[src/rtl/pending_encoder8to3.sv]
// pending_encoder8to3: sticky 8-line request capture with priority-encoded valid/ready output
//
// Ports:
//   clk          rising-edge clock
//   rst_n        asynchronous active-low reset
//   req_i        request pulses, one bit per line, posted into the pending register
//   out_ready_i  consumer accepts the output slot when out_valid_o is also high
//   out_valid_o  out_idx_o holds an encoded event
//   out_idx_o    index of the granted line, highest pending index first
//   pending_o    pending lines, excluding the one held in the output slot
//   drop_cnt_o   saturating count of coalesced requests (PENDING_ENCODER_DROP_CNT_EN only)
//
// Optional feature macro: PENDING_ENCODER_DROP_CNT_EN
module pending_encoder8to3 #(
  parameter int N     = 8,
  parameter int IDX_W = 3
) (
  input  logic             clk,
  input  logic             rst_n,
  input  logic [N-1:0]     req_i,
  input  logic             out_ready_i,
  output logic             out_valid_o,
  output logic [IDX_W-1:0] out_idx_o,
  output logic [N-1:0]     pending_o
`ifdef PENDING_ENCODER_DROP_CNT_EN
  ,
  output logic [7:0]       drop_cnt_o
`endif
);
  logic [N-1:0]     pend_q, pend_d, cand;
  logic             valid_q, valid_d, slot_free;
  logic [IDX_W-1:0] idx_q, idx_d, pick;
  always_comb begin
    cand      = pend_q | req_i;
    slot_free = !valid_q || out_ready_i;
    pick      = '0;
    // ascending scan: the highest set bit is the last to win
    for (int i = 0; i < N; i++)
      if (cand[i]) pick = IDX_W'(i);
    // an empty cand gives pick 0, so clearing bit 0 still yields zero
    pend_d  = slot_free ? cand & ~(N'(1) << pick) : cand;
    valid_d = slot_free ? |cand : valid_q;
    idx_d   = (slot_free && |cand) ? pick : idx_q;
  end
  always_ff @(posedge clk or negedge rst_n)
    if (!rst_n) begin
      pend_q  <= '0;
      valid_q <= 1'b0;
      idx_q   <= '0;
    end else begin
      pend_q  <= pend_d;
      valid_q <= valid_d;
      idx_q   <= idx_d;
    end
  assign out_valid_o = valid_q;
  assign out_idx_o   = idx_q;
  assign pending_o   = pend_q;
`ifdef PENDING_ENCODER_DROP_CNT_EN
  logic [7:0] drop_q, drop_d;
  logic [8:0] drop_sum;
  // a request whose line is already pending is lost; the slot's own line is not pending
  always_comb begin
    drop_sum = {1'b0, drop_q} + 9'($countones(req_i & pend_q));
    drop_d   = drop_sum[8] ? 8'hFF : drop_sum[7:0];
  end
  always_ff @(posedge clk or negedge rst_n)
    if (!rst_n) drop_q <= '0;
    else        drop_q <= drop_d;
  assign drop_cnt_o = drop_q;
`endif
endmodule

[config.mk]
export PLATFORM = sky130hd
export DESIGN_NAME = pending_encoder8to3
export DESIGN_NICKNAME = d
export VERILOG_FILES = /design/src/rtl/pending_encoder8to3.sv
export SDC_FILE = /design/constraint.sdc
export NUM_CORES = 1
export LEC_CHECK = 0
export ABC_CLOCK_PERIOD_IN_PS = 1500
export CAP_MARGIN = 25
export CORE_UTILIZATION = 36
export CTS_CLUSTER_DIAMETER = 50
export CTS_CLUSTER_SIZE = 10
export DETAILED_ROUTE_END_ITERATION = 10
export PLACE_DENSITY_LB_ADDON = 0.1
export SYNTH_ARGS = -nofsm -noshare
export SYNTH_HDL_FRONTEND = slang
export SYNTH_SLANG_ARGS = --single-unit
export TNS_END_PERCENT = 30
[constraint.sdc]
create_clock -name clk -period 1.5 [get_ports clk]
set_clock_uncertainty 0.15 [all_clocks]
set_input_delay 0.15 -clock clk [delete_from_list [all_inputs] [get_ports clk]]
set_output_delay 0.15 -clock clk [all_outputs]
set_load 0.01 [all_outputs]
# ---- Word level (Yosys, flattened, before mapping)
# Cells that the tools add are included.
dict set report word_totals {
  inputBits 11
  ff_bits 12
  romBits 0
  ramBits 0
  word_cells 19
  latch_bits 0
  output_inout_bits 12
  mem_count 0
}
dict set report op_classes {
  n_eq_ne 0
  magnitude_cmp 0
  n_mux 8
  mul 0
  div 0
  n_reduce_logical 4
  bitwise_logic 3
  shift 1
  n_addsub 0
}
# operator n
set op_table {}
lappend op_table {{3-bit 2-to-1 mux} 5}
lappend op_table {{8-bit bitwise AND} 1}
lappend op_table {{8-bit 2-to-1 mux} 1}
lappend op_table {{8-bit NOT} 1}
lappend op_table {{8-bit OR} 1}
lappend op_table {{8-bit OR reduction} 1}
lappend op_table {{1-bit by 3-bit left shift with 8-bit output (first input constant)} 1}
lappend op_table {{2-bit 2-to-1 mux} 1}
lappend op_table {{1-bit logical AND} 1}
lappend op_table {{1-bit logical NOT} 1}
lappend op_table {{1-bit logical OR} 1}
lappend op_table {{1-bit 2-to-1 mux} 1}

# ---- Logic depth before layout (Yosys ltp)
dict set report logic_depth {
  ltp_word 12
  ltp_mapped 5
}

# ---- Worst setup path after synthesis
# OpenSTA, ideal clock, no wires.
dict set report synth_path {
  path_kind {register -> register}
  start {register pend_q[6] (netlist: pending_o[6])}
  end {register idx_q[0] (netlist: out_idx_o[0])}
  slack_ps -132
  t_arrival_ps 1354
  path_stages_with_launch 5
  setup_time_ps 128
  period_less_slack_ps 1632
  cell_sequence {dfrtp_1 > nor4_4 > nand2_2 > o21a_1 > mux2_1}
}
dict set report synth_between {
  elab_chain_len 3
  word_cells_on_any_way 5
}
# item line_no
set synth_lines {}
lappend synth_lines {{start: declaration} 30} ;# logic [N-1:0] pend_q, pend_d, cand;
lappend synth_lines {{start signal: assignment} 51} ;# pend_q <= pend_d;
lappend synth_lines {{8-bit OR *} 34} ;# cand = pend_q | req_i;
lappend synth_lines {{8-bit OR reduction / 3-bit 2-to-1 mux (equally long branches)} {43, 39}}
lappend synth_lines {{1-bit logical AND / 3-bit 2-to-1 mux (equally long branches)} {43, 39}}
lappend synth_lines {{end signal: assignment} 53} ;# idx_q <= idx_d;
lappend synth_lines {{end: declaration} 32} ;# logic [IDX_W-1:0] idx_q, idx_d, pick;
# Mark *: on every way between the ends. The rest lies on a longest branch, timed or not.
# A chain may end at the register's enable or synchronous reset.

# ---- Worst setup path in the final report
dict set report layout_path {
  start {register pend_q[1] (netlist: pending_o[1])}
  end {register idx_q[1] (netlist: out_idx_o[1])}
}
dict set report layout_between {
  elab_chain_len 3
}
# item line_no
set layout_lines {}
lappend layout_lines {{8-bit OR} 34}
lappend layout_lines {{8-bit OR reduction} 43} ;# idx_d = (slot_free && |cand) ? pick : idx_q;
lappend layout_lines {{1-bit logical AND} 43}
# Every way passes these cells.

==> flow_summary_export.csv <==
group,metric,value,unit
timing,fin_hold_ws,0.0234,ns
placed_design,place_ws,-0.376,ns
route,drc,0,
timing,grt_setup_unrepaired,"true",
timing,fmaxAchievable,0.618,GHz
power_and_ir_drop,power.density,663,nW/um^2
worst_setup_path,cp-start-kind,"flip-flop",
die,die_w,41.5,um
die,initial_core_util,0.407,
layout,final_nets,109,
worst_setup_path,rr_worst_depth,4,
global_route,grt_pass1_vias,587,
worst_setup_path,critical_path_class,"flip-flop to flip-flop",
layout,drive_above_1_share,0.365,
logic_synthesis,yosysWarnings,0,
logic_synthesis,synth_cell_types,22,
clock_tree,cts_sinks,12,
logic_synthesis,synth-edff-count,0,
logic_synthesis,synth_top_cell_area_share,0.533,
worst_setup_path,cp-end-kind,"flip-flop",
timing,finalWorstSetupSlack,-0.117,ns
route,first_pass_iters,4,
route,wl_per_cell,13.9,um
worst_setup_path,worstPathArrival,1.62,ns
clock_tree,worstSkewPairLatency,0.27,ns
run,maxCapViolations,0,
route,antenna_left,0,
worst_setup_path,cp.depth,4,
worst_setup_path,path_delay_family,"simple AND/OR/NAND/NOR gates",
run_status,status,"complete, but fails checks",
logic_synthesis,post-synth-top-count-cell,"dfrtp_1",
global_route,antenna_found_initial,0,
run_status,violations,"setup timing",
worst_setup_path,cp_num_buf_inv,0,
route,detail_route.iter0.violations,7,
worst_setup_path,cp.required,1.50,ns
route,drt_wl_total,1540,um
die,rows,13,
logic_synthesis,netlist_area,563,um^2
global_route,grt_usage,0.199,
worst_setup_path,cpMaxStageDelayCell,"dfrtp_1",
die,core_area,1380,um^2
global_route,grt_max_degree,13,
logic_synthesis,synth_area_leaders,"dfrtp_1 (53%), nor4_4 (7.6%), nor2_1 (4.7%)",
logic_synthesis,synthTopCellsByCount,"dfrtp_1 (12), nor2_1 (7), nand2_1 (6)",
timing,setup_viol,7,
logic_synthesis,yosys.area.top_type,"dfrtp_1",
timing,hold_violations,0,
timing,finalCriticalPeriod,1.62,ns
timing,worst-slew-pin-transition,0.321,ns
clock_tree,clock-root-buffer,"clkbuf_4",
logic_synthesis,synthFlopType,"dfrtp_1",
die,dieArea,1730,um^2
placed_design,dp_hpwl,1160,um
logic_synthesis,avgSynthCellArea,11.0,um^2
global_route,gr-total-overflow,0,
logic_synthesis,synth_nets,62,
die,die_h,41.5,um
power_and_ir_drop,ir_worst_vdd,0.648,mV
worst_hold_path,hold_path_class,"primary input to async pin",
timing,period_share,1.08,
placed_design,gp_congestion,0.776,
power_and_ir_drop,p_leak,0.382,nW
clock_tree,cts_buffers,3,
worst_setup_path,cp_slowest_stage_delay,0.39,ns
global_route,grt_pass1_wl,2570,um
logic_synthesis,ys_seq_elements,12,
placed_design,io_buffer_count,22,
worst_setup_path,crit_fanout,2,
clock_tree,cts_tree,"built",
route,vias,577,
clock_tree,cts_hold_buf,0,
clock_tree,clock_path_buffers,2,
timing,slew_headroom,0.785,
die,pin_count,23,
layout,n_antenna_cell,0,
clock_tree,htreeDepth,1,
route,avgViaCountPerCell,5.20,
worst_setup_path,path_cells,"nor4_2 > nand2_1 > o21a_1 > mux2_1",
timing,slew_violations,0,
clock_tree,clk_pin_slew_worst_paths,0.07,ns
layout,area_delta_synth_final,77.8,%
layout,fin_util,0.724,
logic_synthesis,syn-instance-count,51,
logic_synthesis,synth-seq-area-share,0.533,
logic_synthesis,synthArstFlopShare,1.00,
==> cells in the final DEF (no fill, tap or decap) <==
master           instances
nand3_1                  1
o31a_1                   1
nand2_1                  6
dlygate4sd2_1            8
nand2b_1                 1
nand2_2                  1
and2_4                   1
dfrtp_1                 12
a22o_2                   1
nor2_1                   5
o21ai_0                  2
mux2_4                   1
o22a_1                   2
nor4_4                   3
nor4_2                   1
buf_4                   21
clkbuf_4                 3
and3_4                   1
o31ai_1                  1
a21oi_1                  4
a31oi_1                  1
nor2_2                   2
dlymetal6s2s_1           1
clkdlybuf4s50_1         13
o211ai_1                 1
o21a_1                   1
mux2_1                   1
==> path summary, 6_finish.rpt <==
kind	start	endpoint	slack, ns
min	rst_n	pending_o[7]	0.02
min in group clk	pending_o[1]	out_valid_o	0.36
min reg2reg	pending_o[1]	out_valid_o	0.36
max reg2reg	pending_o[1]	out_idx_o[1]	-0.12
max in group asynchronous	rst_n	pending_o[3]	1.02
max	pending_o[1]	out_idx_o[1]	-0.12
==> kinds of logic after synthesis <==
group | Yosys count | share of synthesized area
and+or+nand+nor | 22 | 0.251
muxes | 2 | 0.0400
AOI/OAI and AO/OA | 14 | 0.169
DFF | 12 | 0.533
buffers and inverters | 1 | 0.00666
==> layer usage <==
| layer | wire (um) | vias to the layer above | global-route usage | share of wire |
|---|---|---|---|---|
| met2 | 782 | 23 | 0.309 | 0.51 |
| met5 | 0 | - | 0 | 0 |
| met1 | 653 | 270 | 0.251 | 0.42 |
| li1 | - | 280 | - | - |
| met4 | 30 | 0 | 0.0968 | 0.019 |
| met3 | 74 | 4 | 0.0565 | 0.048 |
==> flip-flops by register name, indices dropped and copies added, names as in the netlist <==
name and count:
pending_o 8, out_idx_o 3, out_valid_o 1
==> final cells by class <==
cell class              instances  area [um^2]
fillers                       109          382
repair buffers                 43          370
flip-flops and latches         12          300
multi-input cells              38          289
clock buffers                   3         22.5
well taps                      15         18.8
==> where the power goes <==
part | internal (mW) | leakage (nW) | switching (mW)
registers | 0.335 | 0.115 | 0.0102
logic | 0.0709 | 0.253 | 0.0505
clock network | 0.0930 | 0.0138 | 0.104
==> stage by stage <==
step / power (mW) / instance area (um^2) / TNS (ns) / cells
floorplan: 0.380 / 563 / -0.272 / 51
finish: 0.663 / 1000 / -0.374 / 111
global route: 0.695 / 1000 / -0.987 / 111
global placement: 0.469 / 948 / -2.39 / 107
detailed placement: 0.472 / 948 / -2.42 / 107
CTS: 0.664 / 975 / -0.619 / 111
==> repair_timing <==
action	in CTS	in global routing
gates cloned	0	0
pin swaps	0	4
setup endpoints to repair	15	9
gates resized for setup	9	7
setup buffers	1	0
Note: power is estimated with default switching activity, not from simulation.
